<file path="src/rtl/cond_pipe_if.sv">
// cond_pipe_if: request/result handshake bundle between register-read and PC-select.
interface cond_pipe_if #(
   parameter int WIDTH     = 32,
   parameter int OUT_WIDTH = 16
);
   logic                 in_valid;
   logic                 in_ready;
   logic [31:0]          Op_code;
   logic [WIDTH-1:0]     Addr_1;
   logic [WIDTH-1:0]     Addr_2;
   logic                 out_valid;
   logic                 out_ready;
   logic [OUT_WIDTH-1:0] Output;
   modport master (
      output in_valid, Op_code, Addr_1, Addr_2, out_ready,
      input  in_ready, out_valid, Output
   );
   modport slave (
      input  in_valid, Op_code, Addr_1, Addr_2, out_ready,
      output in_ready, out_valid, Output
   );
endinterface

</file>
<file path="src/rtl/cond_pipe.sv">
// cond_pipe: two-stage branch-condition evaluator with saved flags and a saturating taken counter.
module cond_pipe #(
   parameter int WIDTH     = 32,
   parameter int OUT_WIDTH = 16,
   parameter int CNT_WIDTH = 32
) (
   input  logic                 clk,
   input  logic                 rst,
   cond_pipe_if.slave           bus,
   input  logic                 cnt_clear,
   output logic [CNT_WIDTH-1:0] taken_count
);
   localparam logic [7:0] C_FLAGS = 8'd14;
   logic [WIDTH-1:0]     a, b;
   logic [7:0]           code, s1_code;
   logic [3:0]           sub;
   logic [4:0]           cur_f, saved_f, s1_f;
   logic                 s1_valid, out_valid_q, adv1, adv2, is_flags, accept, unused_op;
   logic [OUT_WIDTH-1:0] out_q;
   assign a         = bus.Addr_1;
   assign b         = bus.Addr_2;
   assign code      = bus.Op_code[7:0];
   assign sub       = bus.Op_code[11:8];
   assign unused_op = ^bus.Op_code[31:12];
   assign is_flags  = code == C_FLAGS;
   // flag order {eq, ltu, lts, za, bt}
   assign cur_f = {a == b, a < b, $signed(a) < $signed(b), a == '0, (a & b) != '0};
   assign adv2         = !out_valid_q || bus.out_ready;
   assign adv1         = !s1_valid || adv2;
   assign bus.in_ready = adv1 && !rst;
   assign accept       = bus.in_valid && bus.in_ready;
   assign bus.out_valid = out_valid_q;
   assign bus.Output    = out_q;
   function automatic logic decode(input logic [7:0] c, input logic [4:0] f);
      case (c)
         8'd0:    return f[4];
         8'd1:    return !f[4];
         8'd2:    return f[3];
         8'd3:    return f[3] | f[4];
         8'd4:    return !(f[3] | f[4]);
         8'd5:    return !f[3];
         8'd6:    return f[2];
         8'd7:    return f[2] | f[4];
         8'd8:    return !(f[2] | f[4]);
         8'd9:    return !f[2];
         8'd10:   return f[1];
         8'd11:   return !f[1];
         8'd12:   return f[0];
         8'd13:   return !f[0];
         8'd15:   return 1'b1;
         default: return 1'b0;
      endcase
   endfunction
   always_ff @(posedge clk) begin
      if (rst) begin
         s1_valid    <= 1'b0;
         s1_f        <= '0;
         s1_code     <= '0;
         saved_f     <= '0;
         out_valid_q <= 1'b0;
         out_q       <= '0;
      end else begin
         if (adv1) s1_valid <= bus.in_valid;
         if (accept) begin
            s1_f <= is_flags ? saved_f : cur_f;
            // FLAGS sub-codes 14/15 are remapped to an undefined code so they yield 0, not ALWAYS
            s1_code <= is_flags ? ((sub < 4'd14) ? {4'b0, sub} : 8'hFF) : code;
            if (!is_flags) saved_f <= cur_f;
         end
         if (adv2) out_valid_q <= s1_valid;
         if (adv2 && s1_valid) out_q <= {{(OUT_WIDTH-1){1'b0}}, decode(s1_code, s1_f)};
      end
   end
   always_ff @(posedge clk) begin
      if (rst || cnt_clear) taken_count <= '0;
      else if (out_valid_q && bus.out_ready && out_q[0] && !(&taken_count))
         taken_count <= taken_count + CNT_WIDTH'(1);
   end
endmodule

</file>
<file path="src/flat_wrapper.sv">
// flat-port wrapper written by rule: the top's interface ports become plain ports
module cond_pipe_flat 
#(
   parameter int WIDTH     = 32,
   parameter int OUT_WIDTH = 16,
   parameter int CNT_WIDTH = 32
)
  (clk, rst, cnt_clear, taken_count, bus_in_valid, bus_Op_code, bus_Addr_1, bus_Addr_2, bus_out_ready, bus_in_ready, bus_out_valid, bus_Output);
  cond_pipe_if #(.WIDTH(WIDTH), .OUT_WIDTH(OUT_WIDTH)) bus_i ();
  input  logic clk;
  input  logic rst;
  input  logic cnt_clear;
  output logic [CNT_WIDTH-1:0] taken_count;
  input wire logic [$bits(bus_i.in_valid)-1:0] bus_in_valid;
  input wire logic [$bits(bus_i.Op_code)-1:0] bus_Op_code;
  input wire logic [$bits(bus_i.Addr_1)-1:0] bus_Addr_1;
  input wire logic [$bits(bus_i.Addr_2)-1:0] bus_Addr_2;
  input wire logic [$bits(bus_i.out_ready)-1:0] bus_out_ready;
  output wire logic [$bits(bus_i.in_ready)-1:0] bus_in_ready;
  output wire logic [$bits(bus_i.out_valid)-1:0] bus_out_valid;
  output wire logic [$bits(bus_i.Output)-1:0] bus_Output;
  assign bus_i.in_valid = bus_in_valid;
  assign bus_i.Op_code = bus_Op_code;
  assign bus_i.Addr_1 = bus_Addr_1;
  assign bus_i.Addr_2 = bus_Addr_2;
  assign bus_i.out_ready = bus_out_ready;
  assign bus_in_ready = bus_i.in_ready;
  assign bus_out_valid = bus_i.out_valid;
  assign bus_Output = bus_i.Output;
  cond_pipe #(.WIDTH(WIDTH), .OUT_WIDTH(OUT_WIDTH), .CNT_WIDTH(CNT_WIDTH)) u_core (.clk(clk), .rst(rst), .bus(bus_i), .cnt_clear(cnt_clear), .taken_count(taken_count));
endmodule
</file>
<file path="config.mk">
export PLATFORM = sky130hd
export DESIGN_NAME = cond_pipe_flat
export DESIGN_NICKNAME = d
export VERILOG_FILES = /design/src/rtl/cond_pipe_if.sv /design/src/rtl/cond_pipe.sv /design/src/flat_wrapper.sv
export SDC_FILE = /design/constraint.sdc
export NUM_CORES = 1
export LEC_CHECK = 0
export ABC_AREA = 0
export BUFFER_PORTS_ARGS = -buffer_cell sky130_fd_sc_hd__buf_4
export CORE_ASPECT_RATIO = 0.5
export CORE_UTILIZATION = 45
export DETAILED_ROUTE_END_ITERATION = 6
export GPL_ROUTABILITY_DRIVEN = 0
export GPL_TIMING_DRIVEN = 0
export PLACE_DENSITY = 0.72
export RECOVER_POWER = 100
export SLEW_MARGIN = 20
export SYNTH_ARGS = -nofsm -noshare
export SYNTH_HDL_FRONTEND = slang
export SYNTH_SLANG_ARGS = --single-unit
</file>
<file path="constraint.sdc">
create_clock -name clk -period 2.5 [get_ports clk]
set_clock_uncertainty 0.15 [all_clocks]
set_input_delay 0.125 -clock clk [delete_from_list [all_inputs] [get_ports clk]]
set_output_delay 0.125 -clock clk [all_outputs]
set_load 0.005 [all_outputs]
</file>
==> flow_summary.rst <==
.. list-table::
   :header-rows: 1

   * - Metric
     - Value
   * - Root cell of the clock tree
     - clkbuf_16
   * - Area inside the core boundary
     - about 8000 sq um
   * - Aggregate routed wire length
     - 9276 microns
   * - Count of antenna diodes in the layout
     - 0
   * - Combined area of all synthesized cells
     - 3855 sq um
   * - Worst-case hold path end point
     - u_core.taken_count[19]
   * - Clock latency at the later pin of the worst-skew pair
     - 0.29 ns
   * - Vertical die dimension
     - between 60 and 70 microns
   * - Number of buffers and inverters on the critical path
     - 3
   * - Detailed-placement wirelength estimate
     - 7538 microns
   * - Vias
     - 3770
   * - Final ANT Viol Nets
     - 0
   * - YS warnings
     - 0
   * - Reg-to-reg slack, setup
     - 0.20 ns
   * - Count of port buffers added during placement
     - 115
   * - Detailed router's first-iteration violation count
     - roughly 160
   * - Final setup vio count
     - 0
   * - Filler cells
     - around 740
   * - Non-Filler Cell Area, Final
     - slightly above 5000 sq um
   * - Vias per cell
     - 5.143
   * - Vias in the first global route
     - roughly 3600
   * - Setup_tns
     - 0 ns
   * - Area after detailed placement
     - between 4000 and 5000 sq um
   * - Register bit total from synthesis
     - 48
   * - CP max stage delay
     - between 0.5 and 0.6 ns
   * - Number of cells traversed by the worst hold path
     - 3
   * - Final total power
     - 1.859 mW
   * - Global router's overall resource usage
     - 0.2130
   * - Fraction of post-synthesis cell area in the top cell type by area
     - 0.2493
   * - Total power density per cell area
     - 359.7 nW/um^2
   * - Setup Crit Path Kind
     - input port to flip-flop
   * - Peak clock frequency supported by timing
     - 425.9 MHz
   * - Number of max-cap violations
     - 0
   * - Arrival time of data at the critical path endpoint
     - 2.36 ns
   * - Maximum number of pins on one net before global-route repair
     - 16
   * - Average instance area after synthesis
     - 8.150 sq um
   * - Class of the tightest hold or removal check
     - input port to flip-flop
   * - DRC violation count after routing
     - 0
   * - Most repeated library cell on the critical path
     - dlygate4sd3_1
   * - Leading post-synthesis cells by cell area
     - dfxtp_1 25%, ha_1 21%, xnor2_1 5.9%, a21oi_1 4.8%, nor2_1 4.6%
   * - CTS tree
     - done
   * - RSZ-0062 raised after global routing
     - false
   * - Number of antenna violations at the first check in global routing
     - 0
   * - Overflow after GRT
     - 0
   * - Startpoint of the tightest hold check path
     - rst
   * - Final number of hold-violating endpoints
     - 0
   * - Number of flops mapped to enable cells by yosys
     - 0
   * - Final #Nets
     - 786
   * - TritonCTS buffer count
     - 5
   * - Length in cells of the worst reg-to-reg path
     - 6
   * - Share of cells above drive strength 1
     - 0.2399
   * - FFs w/ async S/R, synth
     - 0
   * - Bufs on Longest Clock Path
     - 2
   * - Endpoint of the worst-slack reg-to-reg timing path
     - u_core.taken_count[21]
   * - Leak pwr
     - between 2 and 2.5 nW
   * - Distinct cell type count of the synthesized netlist
     - roughly 50
   * - Crit. End Element
     - flip-flop
   * - Clock Sinks
     - 48
   * - Initial Util
     - 0.4733
   * - Main flop type after synthesis
     - dfxtp_1
   * - CTS H-tree depth
     - 2
   * - Number of top-level design ports
     - 151
   * - Final core utilization
     - 0.6345
   * - Cell family with the largest share of critical-path delay
     - buffers and inverters
   * - Type of element launching the critical path
     - input port
   * - Fraction of the cycle the final worst path needs
     - 0.9391
   * - Start of the worst register-to-register path
     - u_core.taken_count[16]
   * - Final critical delay including setup and external delays
     - 2.348 ns
   * - Total count of max-transition violations in the final report
     - 0
   * - Die boundary width
     - 132.9 microns
   * - Worst Path Required
     - 2.51 ns
   * - VDD IR-drop max
     - 0.0003682 V
   * - Area Overhead vs Synth
     - 34.05%
   * - Library cell with the largest summed area after synthesis
     - dfxtp_1
   * - DRT Pass-1 Iters
     - 4
   * - Final Non-Filler Cells
     - 733
   * - Routed WL per cell
     - roughly 13 microns
   * - Crit-path max FO
     - 5
   * - Cell-by-cell trace of the critical path
     - dlygate4sd3_1, clkbuf_4, nor4_1, nand4bb_1, o211ai_1, dlygate4sd3_1, o21ai_0
   * - Wire length of the first global-routing pass
     - 15680 microns
   * - Number of placement rows
     - 23
   * - Result of the run
     - completed
   * - Slowest library cell on the worst path
     - dlygate4sd3_1
   * - Clock-pin slew of the registers on the worst-case setup and hold paths
     - 0.06 ns
   * - Cells after DPL
     - 714
   * - Die area
     - 8963 sq um
   * - Gate count of the mapped netlist
     - 473
   * - Portion of the post-synthesis area used by sequential elements
     - 0.2493
per-layer routing:
layer  GRT usage  part of all wire
met5           0                 0
met4     0.04167            0.0082
met3     0.02778             0.044
met2      0.3829              0.45
met1      0.2782              0.50
cells in the mapped netlist, types with 11 or more instances:
cell	number
inv_1	38
nand3_1	20
ha_1	65
xnor2_1	26
dfxtp_1	48
buf_4	15
nor4_1	23
nand2_1	25
a21oi_1	37
nand4_1	22
nor3_1	11
nor2_1	47
sequential cells by signal, indices dropped and copies added, names as in the netlist:
signal,flops
u_core.saved_f,5
u_core.bus.Output,1
u_core.s1_code,8
u_core.bus.out_valid,1
u_core.taken_count,32
u_core.s1_valid,1
cells by family (layout without fill, tap and decap cells):
logic type	Yosys count	count (layout)	synth area share
and+or+nand+nor	184	184	0.2603
AOI/OAI and AO/OA	74	74	0.1165
buffers and inverters	68	202	0.08244
adders and majority gates	65	65	0.2110
DFF	48	48	0.2493
xor gates and xnor gates	29	29	0.06589
muxes	4	4	0.01363
other	1	15	0.0009728
worst max-delay path by stage:
| stage | slack, ns | startpoint | to | cells after the start |
|---|---|---|---|---|
| final | 0.15 | bus_Op_code[5] | u_core.s1_code[1] | 7 |
| after global routing | 0.02 | u_core.taken_count[16] | u_core.taken_count[7] | 7 |
| after CTS | 0.17 | u_core.bus.out_valid | u_core.s1_code[1] | 6 |
| after global placement | 0.24 | u_core.taken_count[16] | u_core.taken_count[12] | 7 |
| after floorplan | 0.51 | u_core.s1_code[1] | u_core.bus.Output[0] | 6 |
| after detailed placement | 0.20 | u_core.taken_count[16] | u_core.taken_count[8] | 7 |
area by class of cell:
type	count	area (sq um)	share of cell area
multi-input combinational	371	2623	0.5075
timing repair buffer	126	973.4	0.1884
sequential	48	960.9	0.1860
buffer	28	167.7	0.03245
inverter	40	150.1	0.02906
tap	112	140.1	0.02712
clock buffer	6	138.9	0.02688
clock inverter	2	13.76	0.002663
cell usage in the layout (no fill, tap or decap), types with 5 or more instances in the layout:
cell,netlist,layout
clkbuf_4,0,36
nand2_1,25,25
clkbuf_16,0,5
nor4_1,23,23
nor3_1,11,11
a211oi_1,6,6
nor2_1,47,47
conb_1,1,15
inv_1,38,38
clkbuf_1,8,8
a21oi_1,37,37
dfxtp_1,48,48
nand3_1,20,20
nand4_1,22,22
and4_1,8,8
o21ai_0,8,11
buf_4,15,94
ha_1,65,65
and3_1,7,7
dlygate4sd3_1,0,11
xnor2_1,26,26
timing repair:
item / in CTS / in global routing
gates resized for setup: 0 / 3
hold endpoints to repair: 9 / 0
buffers inserted: 0 / 0
hold buffers: 11 / 0
setup endpoints to repair: 0 / 11
worst min-delay path, cell delays in order:
cell	delay (ns)
buf_4	0.13
or3_1	0.11
mux2i_1	0.06
power by group:
| group | internal, mW | switching, mW |
|---|---|---|
| logic | 0.201 | 0.180 |
| clock network | 0.400 | 0.288 |
| registers | 0.781 | 0.00921 |
per-stage QoR:
step           worst slack [ns]  hold slack, ns
6_report                 0.1523         0.04096
5_1_grt                 0.02049         0.05418
3_5_place_dp             0.2034          0.2012
3_3_place_gp             0.2401          0.1943
2_1_floorplan            0.5119         0.09243
4_1_cts                  0.1652         0.04263
(Power assumes the default switching activity.)
